File: config.mk
export PLATFORM = sky130hd
export DESIGN_NAME = gpio_pattern_gen
export DESIGN_NICKNAME = d
export VERILOG_FILES = /design/src/rtl/gpio_pattern_gen.sv
export SDC_FILE = /design/constraint.sdc
export NUM_CORES = 1
export LEC_CHECK = 0
export CAP_MARGIN = 10
export CORE_UTILIZATION = 57
export CTS_CLUSTER_SIZE = 10
export DETAILED_ROUTE_END_ITERATION = 12
export PLACE_DENSITY = 0.85
export REMOVE_ABC_BUFFERS = 1
export SLEW_MARGIN = 20
export SYNTH_ARGS = -nofsm -noshare
export SYNTH_HDL_FRONTEND = slang
export SYNTH_SLANG_ARGS = --single-unit
export TNS_END_PERCENT = 20
File: constraint.sdc
create_clock -name clk -period 3.69 [get_ports clk]
set_clock_uncertainty 0.05 [all_clocks]
set_input_delay 0.369 -clock clk [delete_from_list [all_inputs] [get_ports clk]]
set_output_delay 0.369 -clock clk [all_outputs]
set_load 0.005 [all_outputs]
File: src/rtl/gpio_pattern_gen.sv
// Pattern-word FIFO that drives GPIO pins, popping one word per rising edge of div_clk.
// div_clk is sampled in the clk domain, so the pins advance at the divided rate with no second clock.
//
// state | meaning
// IDLE  | pins tri-stated (gpio_oe=0); ticks ignored; FIFO still accepts pushes
// RUN   | pins driven; each div_clk rise pops one word or flags underrun

module gpio_pattern_gen #(
    parameter int               WIDTH    = 8,
    parameter int               DEPTH    = 4,
    parameter logic [WIDTH-1:0] IDLE_VAL = '0
) (
    input  logic                       clk,
    input  logic                       rst_n,
    input  logic                       div_clk,
    input  logic                       en,
    input  logic                       flush,
    input  logic [WIDTH-1:0]           in_data,
    input  logic                       in_valid,
    output logic                       in_ready,
    output logic [WIDTH-1:0]           gpio_out,
    output logic                       gpio_oe,
    output logic [$clog2(DEPTH+1)-1:0] level,
    output logic                       underrun,
    input  logic                       clr_underrun
);

    localparam int LW = $clog2(DEPTH + 1);
    localparam int PW = $clog2(DEPTH);
    localparam logic [LW-1:0] FULL_LEVEL = LW'(DEPTH);

    typedef enum logic {
        IDLE = 1'b0,
        RUN  = 1'b1
    } state_t;

    state_t          state;
    state_t          next_state;
    logic            div_q;
    logic            tick;
    logic            push;
    logic            pop;
    logic            underrun_set;
    logic [PW-1:0]   rd_ptr;
    logic [PW-1:0]   wr_ptr;
    logic [WIDTH-1:0] mem [DEPTH];

    assign next_state   = en ? RUN : IDLE;
    assign tick         = div_clk & ~div_q;
    assign in_ready     = (level != FULL_LEVEL);
    assign push         = in_valid & in_ready;
    assign pop          = (state == RUN) & tick & (level != '0);
    assign underrun_set = (state == RUN) & tick & (level == '0);

    always_ff @(posedge clk) begin
        if (!rst_n) begin
            state    <= IDLE;
            gpio_oe  <= 1'b0;
            gpio_out <= IDLE_VAL;
            div_q    <= 1'b0;
            underrun <= 1'b0;
            rd_ptr   <= '0;
            wr_ptr   <= '0;
            level    <= '0;
        end else begin
            div_q   <= div_clk;
            state   <= next_state;
            gpio_oe <= (next_state == RUN);

            // Set takes priority so a tick that finds the FIFO empty is never lost.
            if (underrun_set) begin
                underrun <= 1'b1;
            end else if (clr_underrun) begin
                underrun <= 1'b0;
            end

            if (flush) begin
                rd_ptr <= '0;
                wr_ptr <= '0;
                level  <= '0;
            end else begin
                if (pop) begin
                    gpio_out <= mem[rd_ptr];
                    rd_ptr   <= rd_ptr + PW'(1);
                end
                if (push) begin
                    wr_ptr <= wr_ptr + PW'(1);
                end
                if (push && !pop) begin
                    level <= level + LW'(1);
                end else if (pop && !push) begin
                    level <= level - LW'(1);
                end
            end
        end
    end

    // Storage is left unreset; only the pointers and level define what is valid.
    always_ff @(posedge clk) begin
        if (rst_n && push && !flush) begin
            mem[wr_ptr] <= in_data;
        end
    end

endmodule

* Word level (Yosys, flattened, before mapping)
Memory sizes are Yosys's and may differ from the RTL's. A register that Yosys moved wholly into a read port is not among the register bits.
Index checks and enable logic that the tools add are counted.
** Word-level totals
- Output and inout bits :: 14
- Register bits :: 10
- Memory bits (writable) :: 32
- Memories :: 1
- Latch bits :: 0
- Bits in read-only memories :: 0
- Input port bits :: 15
** Memory list
- mem :: words 4, bits a word 8, rd ports 1, clocked after memory_dff 1, wr ports 1, line 46 : logic [WIDTH-1:0] mem [DEPTH];
** Operators by class
- Reduce and logical (&&, ||, !) cells :: 14
- $mul :: 0
- $lt $le $gt $ge :: 0
- Shift operators :: 0
- Mux-type cells :: 7
- Equality and inequality tests :: 1
- Bitwise operators :: 8
- Add/subtract/negate cells :: 4
- Divide/modulo/power cells :: 0
** Operator list (count)
- $mux 3 :: 2
- $and 1x1->1 :: 5
- $mux 1 :: 5
- $add 2x1->2 const B :: 2
- $logic_and 1x1->1 :: 4
- $logic_not 1->1 :: 4
- $reduce_bool 2->1 :: 2
- $add 3x1->3 const B :: 1
- $logic_not 3->1 :: 1
- $ne 3x3->1 const B :: 1
- $not 1->1 :: 3
- $reduce_bool 3->1 :: 1
- $sub 3x1->3 const B :: 1
- $reduce_and 2->1 :: 1
- $reduce_or 2->1 :: 1

* Longest topological paths before layout
- Depth in word-level cells :: 7
- Gate-level depth with buffers :: 8
- Gate-level depth less buffers :: 8

* Worst setup path after synthesis
Ideal clock, no wire load.
- Kind :: reg-to-reg
- From :: register level[0]
- To :: register level[2]
- Buffers on the path :: 0
- Setup slack :: 1.495 ns
- Setup time :: 0.070 ns
- Data arrival time :: 2.075 ns
- Cell stages (with the launch flop) :: 9
- Cells stage by stage :: dfxtp_1 nor3_2 or2_2 ha_1 inv_1 fa_1 xor2_1 or3_1 a21oi_1
** On the way
- Longest elaborated chain between the ends :: 5
** Ends and longest elaborated chain
- from (decl) :: line 23 : output logic [$clog2(DEPTH+1)-1:0] level,
- from (signal assigned) :: line 90 : level <= level + LW'(1);
- from (signal assigned) :: line 92 : level <= level - LW'(1);
- branches (longest 5 deep; another with $sub 3x1->3)
Several ways; the timed one is not identified. The select of a mux whose other input is x is not followed.
A chain may end at the register's enable or synchronous reset.

* Worst setup path in the final report
Same ends and word-level chain as after synthesis.

==> flow_summary.yaml <==
status:
  status: "finished, final reports clean"
logic_synthesis:
  synth_edf_count: 32
  synth_area_sq_mm: 0.00202
  synthCells: 128
  ys_types: 33
  syn_area_per_cell_sq_um: 15.8
  synth_most_common_cell: "edfxtp_1"
  synth_commonest_cells: "32 x edfxtp_1, 18 x dfxtp_1, 8 x mux4_1, 8 x nand2_1, 8 x o2bb2ai_1"
  synth_seq_cells: 50
  async_reset_ff_share_pct: 0
  synth_top_cell_area_share_pct: 47.6
  synth-main-ff-cell: "edfxtp_1"
  yosysWarningCount: 0
  ys_seq_area_share_pct: 65.4
  synth_area_leaders: "edfxtp_1 48%, dfxtp_1 18%, mux4_1 10%"
  synth_top_cell_by_area: "edfxtp_1"
timing:
  drv_slew: 0
  finalCritPeriodShare_pct: 64.6
  final.min_clock_period_ps: 2380
  fmax_ghz: 0.420
  rsz0062_at_grt: "no"
  setup_viol: 0
  setup_tns_ps: 0
  hold_viol_final: 0
  slew_headroom_pct: 65.9
  worstMarginPinSlew_ps: 511
pwr:
  switchingPower_mw: 0.219
  total_leakage_power_nw: 0.803
  power_frac_seq_pct: 64.9
  pwr-share-comb_pct: 7.1
  clockPowerShare_pct: 28.0
  peakVddDrop_v: 0.000314
  p_int_mw: 0.721
  powerDensity_mw_per_mm2: 392
  p_sw_share_pct: 23.3
cells_and_area:
  drive_gt1_share_pct: 9.38
  antenna_cells: 0
  final_nets: 180
  fin_util_pct: 71.3
  fillers: 252
  area_delta_synth_final_pct: 18.8
cts:
  tritoncts: "done"
  insertion_delay_ps: 360
  tritoncts.num_buffers: 5
  cts.reportedPaths.clkPinSlew_ps: 140
  holdBufCountCts: 0
  postCtsSetupBuffers: 0
  clk_path_buf_depth: 2
  postCtsResizedCells: 0
  clock-sinks: 50
  cts_htree_levels: 2
  clockRootBuffer: "clkbuf_4"
global_route:
  grt_max_degree: 19
  antenna_found_initial: 0
  grt_overflow: 0
  grt_pass1_wl_microns: 5030
  grt_usage_pct: 19.6
  grt_pass1_vias: 1064
placed_design:
  dpl.hpwl_microns: 2470
  port_buffers: 28
  place.gp.congestion: 0.764
setup_path:
  start_kind: "flip-flop"
  endpoint: "level[2]"
  worstSetupPathType: "reg -> reg"
  cp-startpoint: "level[0]"
  path_depth: 8
  critical_path.cell_chain: "nor3_2 > or2_2 > ha_1 > inv_1 > fa_1 > xor2_1 > or3_1 > a21oi_1"
  regToRegSetupSlack_ps: 1310
  crit_slowest_cell: "nor3_2"
  path_max_fanout: 7
  cp.required_ps: 3940
  cp_data_arrival_time_ps: 2630
  crit_path_end_kind: "flip-flop"
  r2r-end: "level[2]"
  critPathMaxStageDelay_ps: 450
  crit_family: "simple AND/OR/NAND/NOR gates"
  r2r_start: "level[0]"
  cp.buffers_inverters: 1
  reg2regPathDepth: 8
floorplanning:
  io_pins: 29
  die-height_microns: 61.5
  start_util_pct: 60.0
  dieWidth_microns: 61.5
  core_area_sq_mm: 0.00336
  row_count: 21
  die-area_sq_mm: 0.00378
drt:
  vias: 1136
  via_per_inst: 5.51
  dr.pass1.iters: 4
  routed_wl_microns: 3200
  drtAntennaViolNets: 0
  drcViolationCount: 0
  wl_per_cell_microns: 15.6
  drt_iter0_drc: 53
min_path:
  whs_path_depth: 2
  hold_path.class: "reg -> reg"
job:
  drv_cap: 0
-- logic make-up (layout without fill, tap and decap cells) --
logic type	Yosys count	after routing	share of synthesized area, %
multiplexers	9	9	10.9
AO/OA/AOI/OAI	19	19	6.44
buffers and inverters	10	42	2.23
adder cells (fa/ha/maj)	6	6	4.09
AND/OR/NAND/NOR	32	32	10.0
flip-flops	50	50	65.4
XOR/XNOR	2	2	0.868
-- metrics by stage --
step	worst slack, ps	instance area, sq um	hold slack [ps]	cells	total power [mW]
6_report	1310	2400	421	206	0.940
5_1_grt	1120	2400	470	206	0.978
2_1_floorplan	1490	2000	408	124	0.652
3_3_place_gp	1250	2330	402	198	0.686
4_1_cts	1300	2400	424	206	0.946
3_5_place_dp	1190	2330	405	198	0.689
-- routing by layer --
metal	track usage [%]	up-vias	share of wire [%]
li1	-	553	-
met4	7.62	0	1.3
met5	0	-	0
met1	26.4	540	45
met2	30.9	37	49
met3	5.25	6	5.1
-- cells in the final DEF, fill, tap and decap left out, drive strengths merged, types with 3 or more instances in the layout --
master / Yosys / final
o21ai: 4 / 4
clkbuf: 2 / 5
edfxtp: 32 / 32
ha: 5 / 5
nor3: 3 / 3
mux4: 8 / 8
inv: 6 / 9
clkdlybuf4s50: 0 / 28
and2: 6 / 6
o2bb2ai: 8 / 8
nor2: 3 / 3
nand2: 8 / 8
dfxtp: 18 / 18
a21oi: 5 / 5
-- power groups by stage --
| stage | clock network [mW] | logic [mW] | registers, mW |
|---|---|---|---|
| 2_1_floorplan | 0 | 0.0302 | 0.622 |
| 3_3_place_gp | 0 | 0.0641 | 0.622 |
| 3_5_place_dp | 0 | 0.0663 | 0.623 |
| 4_1_cts | 0.269 | 0.0668 | 0.610 |
| 5_1_grt | 0.292 | 0.0739 | 0.612 |
| 6_report | 0.263 | 0.0663 | 0.610 |
-- worst reg2reg max path, delay by kind of cell (launching register included) --
kind                       cells  cell delay (ps)
and+or+nand+nor                3              970
buffers and inverters          1               60
xor gates and xnor gates       1              160
DFF                            1              410
adders and majority gates      2              540
AOI/OAI and AO/OA              1              130
-- worst min path at each step --
stage                     start          end  slack, ps
floorplan           gpio_out[0]  gpio_out[0]        410
global placement    gpio_out[1]  gpio_out[1]        400
detailed placement  gpio_out[6]  gpio_out[6]        400
CTS                 gpio_out[6]  gpio_out[6]        420
global route        gpio_out[6]  gpio_out[6]        470
finish              gpio_out[6]  gpio_out[6]        420
-- cell type report --
| cell class | count | area, sq um | area share, % |
|---|---|---|---|
| Clock buffer | 5 | 37.5 | 1.56 |
| Clock inverter | 3 | 26.3 | 1.10 |
| Inverter | 6 | 22.5 | 0.939 |
| Multi-Input combinational cell | 68 | 653 | 27.2 |
| Sequential cell | 50 | 1320 | 55.1 |
| Tap cell | 46 | 57.6 | 2.40 |
| Timing Repair Buffer | 28 | 280 | 11.7 |
-- registers in the layout, indices dropped and copies added, names as in the netlist --
name	flops
level	3
mem	32
div_q	1
underrun	1
wr_ptr	2
rd_ptr	2
gpio_out	8
state	1
No activity file was read; power rests on OpenSTA's default activity.
